===== src/rtl/bcd_pkg.sv =====
// Shared definitions for the sequential binary-to-BCD converter.
//   DIGIT_W    : width of one BCD digit
//   ADJ_THRESH : digit value at or above which double dabble adds 3
//   state_t    : controller state encoding
//   cnt_width  : bits needed for a down-counter that starts at n-1
package bcd_pkg;

    localparam int DIGIT_W = 4;
    localparam logic [DIGIT_W-1:0] ADJ_THRESH = 4'd5;

    typedef enum logic [1:0] {
        IDLE,
        CONVERT,
        DONE
    } state_t;

    // Smallest w (at least 1) with 2^w >= n, which always holds n-1.
    function automatic int cnt_width(input int n);
        int w;
        w = 1;
        while ((1 << w) < n) begin
            w++;
        end
        return w;
    endfunction

endpackage


===== src/rtl/bcd_digit_adjust.sv =====
// Double-dabble correction for a single BCD digit.
//   din  : current digit value
//   dout : din + 3 when din >= 5, otherwise din (4-bit result)
module bcd_digit_adjust
    import bcd_pkg::*;
(
    input  logic [DIGIT_W-1:0] din,
    output logic [DIGIT_W-1:0] dout
);

    assign dout = (din >= ADJ_THRESH) ? din + DIGIT_W'(3) : din;

endmodule


===== src/rtl/bcd_convert_ctrl.sv =====
// Multi-cycle binary-to-BCD converter (double dabble, one input bit per clock,
// MSB first). One word is accepted over a valid/ready handshake; the packed
// BCD result is held in DONE until the consumer takes it.
//
// Ports:
//   clk, reset    : clock, synchronous active-high reset
//   in_valid/in_ready/in_data        : input handshake and binary word
//   out_valid/out_ready              : result handshake
//   out_bcd       : packed BCD, digit 0 (ones) in bits [3:0]
//   out_overflow  : input value was >= 10^DIGITS (out_bcd holds value mod 10^DIGITS)
//   out_negative  : sign of the input (constant 0 in the unsigned build)
//   busy          : conversion running or result pending
//
// Build option: define BCD_SIGNED_EN to treat in_data as two's complement;
// the magnitude is converted and the sign is reported on out_negative.
module bcd_convert_ctrl
    import bcd_pkg::*;
#(
    parameter int IN_WIDTH = 15,
    parameter int DIGITS   = 4
) (
    input  logic                    clk,
    input  logic                    reset,
    input  logic                    in_valid,
    output logic                    in_ready,
    input  logic [IN_WIDTH-1:0]     in_data,
    output logic                    out_valid,
    input  logic                    out_ready,
    output logic [DIGIT_W*DIGITS-1:0] out_bcd,
    output logic                    out_overflow,
    output logic                    out_negative,
    output logic                    busy
);

    localparam int BCD_W = DIGIT_W * DIGITS;
    localparam int CNT_W = cnt_width(IN_WIDTH);

    state_t              state_q, state_d;
    logic                load, shift;
    logic [CNT_W-1:0]    cnt_q;
    logic [IN_WIDTH-1:0] sreg_q;
    logic [IN_WIDTH-1:0] in_mag;
    logic [BCD_W-1:0]    bcd_q;
    logic [BCD_W-1:0]    bcd_adj;
    logic                ovf_q;

    // ------------------------------------------------------------------
    // Input conditioning
    // ------------------------------------------------------------------
`ifdef BCD_SIGNED_EN
    logic neg_q;

    // Negating the most negative value wraps to itself, which read as
    // unsigned is exactly its magnitude, so no extra bit is needed.
    assign in_mag = in_data[IN_WIDTH-1] ? (~in_data + IN_WIDTH'(1)) : in_data;

    always_ff @(posedge clk) begin
        if (reset) begin
            neg_q <= 1'b0;
        end else if (load) begin
            neg_q <= in_data[IN_WIDTH-1];
        end
    end

    assign out_negative = neg_q;
`else
    assign in_mag       = in_data;
    assign out_negative = 1'b0;
`endif

    // ------------------------------------------------------------------
    // FSM
    // ------------------------------------------------------------------
    always_ff @(posedge clk) begin
        // NOTE: registers use non-blocking assignments so every flop samples
        // pre-edge values regardless of statement order across processes.
        if (reset) begin
            state_q <= IDLE;
        end else begin
            state_q <= state_d;
        end
    end

    always_comb begin
        // NOTE: every output of this block gets a default first; a path that
        // leaves one unassigned would infer a latch.
        state_d   = state_q;
        in_ready  = 1'b0;
        out_valid = 1'b0;
        busy      = 1'b0;
        load      = 1'b0;
        shift     = 1'b0;
        case (state_q)
            IDLE: begin
                in_ready = 1'b1;
                if (in_valid) begin
                    load    = 1'b1;
                    state_d = CONVERT;
                end
            end
            CONVERT: begin
                busy  = 1'b1;
                shift = 1'b1;
                if (cnt_q == '0) begin
                    state_d = DONE;
                end
            end
            DONE: begin
                busy      = 1'b1;
                out_valid = 1'b1;
                if (out_ready) begin
                    state_d = IDLE;
                end
            end
            default: state_d = IDLE;
        endcase
    end

    // ------------------------------------------------------------------
    // Datapath
    // ------------------------------------------------------------------
    for (genvar i = 0; i < DIGITS; i++) begin : g_adj
        bcd_digit_adjust u_adj (
            .din  (bcd_q[i*DIGIT_W +: DIGIT_W]),
            .dout (bcd_adj[i*DIGIT_W +: DIGIT_W])
        );
    end

    always_ff @(posedge clk) begin
        if (reset) begin
            cnt_q  <= '0;
            sreg_q <= '0;
            bcd_q  <= '0;
            ovf_q  <= 1'b0;
        end else if (load) begin
            cnt_q  <= CNT_W'(IN_WIDTH - 1);
            sreg_q <= in_mag;
            bcd_q  <= '0;
            ovf_q  <= 1'b0;
        end else if (shift) begin
            cnt_q  <= cnt_q - CNT_W'(1);
            sreg_q <= {sreg_q[IN_WIDTH-2:0], 1'b0};
            bcd_q  <= {bcd_adj[BCD_W-2:0], sreg_q[IN_WIDTH-1]};
            // The carry out of the top digit means the running value has
            // reached 10^DIGITS; the remaining digits keep value mod 10^DIGITS.
            ovf_q  <= ovf_q | bcd_adj[BCD_W-1];
        end
    end

    assign out_bcd      = bcd_q;
    assign out_overflow = ovf_q;

endmodule


===== config.mk =====
export PLATFORM = sky130hd
export DESIGN_NAME = bcd_convert_ctrl
export DESIGN_NICKNAME = d
export VERILOG_FILES = /design/src/rtl/bcd_pkg.sv /design/src/rtl/bcd_digit_adjust.sv /design/src/rtl/bcd_convert_ctrl.sv
export SDC_FILE = /design/constraint.sdc
export NUM_CORES = 1
export LEC_CHECK = 0
export BUFFER_PORTS_ARGS = -buffer_cell sky130_fd_sc_hd__buf_2
export CAP_MARGIN = 20
export CORE_MARGIN = 4
export CORE_UTILIZATION = 49
export CTS_CLUSTER_SIZE = 16
export DETAILED_ROUTE_END_ITERATION = 7
export GPL_TIMING_DRIVEN = 0
export PLACE_DENSITY = 0.75
export SLEW_MARGIN = 5
export SYNTH_ARGS = -nofsm -noshare
export SYNTH_HDL_FRONTEND = slang
export SYNTH_SLANG_ARGS = --single-unit

===== constraint.sdc =====
create_clock -name clk -period 1.6 [get_ports clk]
set_input_delay 0.08 -clock clk [delete_from_list [all_inputs] [get_ports clk]]
set_output_delay 0.08 -clock clk [all_outputs]
set_load 0.05 [all_outputs]

==> flow_summary.toml <==
[worst_setup_path]
cp-startpoint = "cnt_q[1]"
regToRegSetupSlack_ns = -0.03
critPathCaptureType = "register"
path_class = "reg2reg"
reg2reg_depth = 7
r2r-end = "state_q[1]"
cp_slowest_cell = "or3b_1"
worstPathArrival_ns = 1.80
startpoint_type = "register"
setup.worst_path.end = "state_q[1]"
path_cells = "inv_2 > ha_4 > or3b_1 > a222oi_1 > buf_4 > mux2i_1 > nor2_1"
r2r-start = "cnt_q[1]"
worstPathMaxFanout = 2
critPathMaxStageDelay_ns = 0.34
required_ns = 1.77

[timing]
period_minus_slack_ns = 1.63
relSlewSlack_pct = 65.7
rsz0062_at_grt = "true"
timing.hold.ws_ns = 0.0620
slew_viol_final = 0
finalHoldViolations = 0
finClkSkew_ns = 0.00572
fmax_mhz = 615
post-route-period-util_pct = 102
setup_viol = 2
fin_ws_ns = -0.0270
tightestPinTransition_ns = 0.515
tns_ns = -0.0501

[pwr]
pwr-share-comb_pct = 50.5
vdd_drop_max_mv = 1.40
power_frac_clock_pct = 16.8
power.internal_mw = 2.42
leakagePower_nw = 1.06
totalPowerFinal_mw = 4.14
p_switching_mw = 1.72
switching_share_pct = 41.6
p_seq_share_pct = 32.6
p_per_area_nw_per_um2 = 1560

[min_path]
hp-class = "in2reg"
whs_path_depth = 3

[synth]
async_flop_share_pct = 0
ys.flop_type = "dfxtp_1"
synth-seq-cells = 38
synth_area_um2 = 1990
postSynthAreaPerCell_um2 = 8.66
syn_inst = 230
syn_nets = 263
synth_edf_count = 0
synth_cell_types = 35
synth_seq_area_share_pct = 38.2
ys_warn_count = 0

[die]
io_pins = 40
die_w_um = 71.8
core_um2 = 3800
dieArea_um2 = 5150
start_util_pct = 52.4
die_h_um = 71.8
core.rowCount = 22

[finish]
fill_cells = 284
insertedDiodeCount = 0
final_cell_area_um2 = 2650
fin_util_pct = 69.7
area_growth_pct = 33.0
instances_no_fill = 337
final_common_cell = "buf_2"
drive_above_1_share_pct = 37.7
regArea_um2 = 793
final_cell_mix = "38 x buf_2, 26 x dfxtp_1, 21 x nor2_1"
multi_input_area_um2 = 1230
layout.nets = 321

[job]
cap_violations = 0

[clock_network]
cts_root_buffer = "clkbuf_8"
ctsHtreeMaxLevel = 2
holdBufCountCts = 0
clock_latency_ns = 0.30
clock-sinks = 38
cts_buffers = 5
tritoncts = "built"
clock_path_buffers = 2
clk_pin_slew_ns = 0.07

[route]
wire_per_inst_um = 14.7
ant_nets = 0
first_iter_violations = 130
wl_mm = 4.94
vias = 1867
drc = 0
firstDrtPassIters = 4
vias_per_cell = 5.54

[place]
place_congestion = 0.790
dp.cells = 316
place_area_um2 = 2300
post-dp-hpwl_mm = 3.18
post-place-ws_ns = -0.307
port_buffers = 38

[global_route]
grt_max_degree = 13
antenna_found_initial = 0
overflow = 0
track_usage_pct = 19.3
grt_pass1_wl_mm = 7.91
grt_pass1_vias = 1721

[run_status]
violations = "negative setup slack"
status = "finished, violations left"
[worst min-delay path by stage]
stage | end | start | slack (ns)
3_5_place_dp | sreg_q[3] | in_data[3] | 0.38
3_3_place_gp | sreg_q[8] | in_data[8] | 0.37
4_1_cts | sreg_q[6] | in_data[6] | 0.05
6_report | sreg_q[6] | in_data[6] | 0.06
5_1_grt | sreg_q[3] | in_data[3] | 0.06
2_1_floorplan | sreg_q[0] | in_valid | 0.24
[layer usage]
layer | share of wire (%) | wire, µm | global-route usage, % | up-vias
met5 | 0 | 0 | 0 | -
met2 | 47 | 2300 | 30.2 | 44
met1 | 46 | 2280 | 24.8 | 863
li1 | - | - | - | 948
met3 | 5.1 | 254 | 5.89 | 12
met4 | 2.1 | 102 | 7.52 | 0
[power by group through the flow]
stage / clock network, mW / registers, mW / logic [mW]
2_1_floorplan: 0 / 1.45 / 1.25
3_3_place_gp: 0 / 1.36 / 1.65
3_5_place_dp: 0 / 1.36 / 1.67
4_1_cts: 0.716 / 1.34 / 1.92
5_1_grt: 0.753 / 1.39 / 2.28
6_report: 0.698 / 1.35 / 2.09
[kinds of logic after synthesis]
kind of cell | count (synthesis) | share of synthesized area (%)
simple gates | 67 | 18.0
compound gates | 59 | 18.3
flops | 38 | 38.2
buf+inv | 30 | 6.16
mux | 18 | 9.11
fa+ha+maj | 14 | 8.79
xor+xnor | 3 | 1.32
other cells | 1 | 0.188
[cell usage after synthesis, drive strengths merged (2+ instances only)]
library cell / count / area (µm²)
ha: 14 / 175
nand4: 6 / 37.5
clkbuf: 9 / 33.8
inv: 15 / 56.3
o21ai: 14 / 70.1
nor3b: 2 / 15.0
a21oi: 20 / 100
nand3b: 4 / 30.0
o2111ai: 2 / 17.5
a211oi: 14 / 105
buf: 6 / 32.5
nand2: 9 / 33.8
a31oi: 2 / 12.5
nand2b: 5 / 31.3
nor3: 2 / 10.0
xnor2: 2 / 17.5
nor2: 21 / 78.8
and2: 2 / 12.5
o311ai: 3 / 26.3
dfxtp: 38 / 761
or4b: 3 / 30.0
nand3: 9 / 45.0
mux2i: 17 / 170
[flip-flops by register name, indices dropped and copies added (netlist names)]
signal,count
cnt_q,4
state_q,2
sreg_q,15
out_overflow,1
out_bcd,16
[worst max-delay path: cells and delay by family, from the launching register on]
kind	cells	cell delay, ns
and+or+nand+nor	2	0.39
DFF	1	0.33
buffers and inverters	2	0.26
AOI/OAI and AO/OA	1	0.22
muxes	1	0.18
adders and majority gates	1	0.13
[repair_timing]
item,in CTS,in global routing
pin swaps,5,2
gates resized for setup,24,19
setup buffers,12,3
endpoints found under the setup margin,38,15
[area by class of cell]
class	instances	share of cell area, %
multi-input combinational	162	46.6
sequential	38	29.9
timing repair buffer	52	12.1
buffer	14	3.31
clock buffer	6	3.12
tap	48	2.27
inverter	15	2.22
clock inverter	2	0.425
No activity file was read; power rests on OpenSTA's default activity.
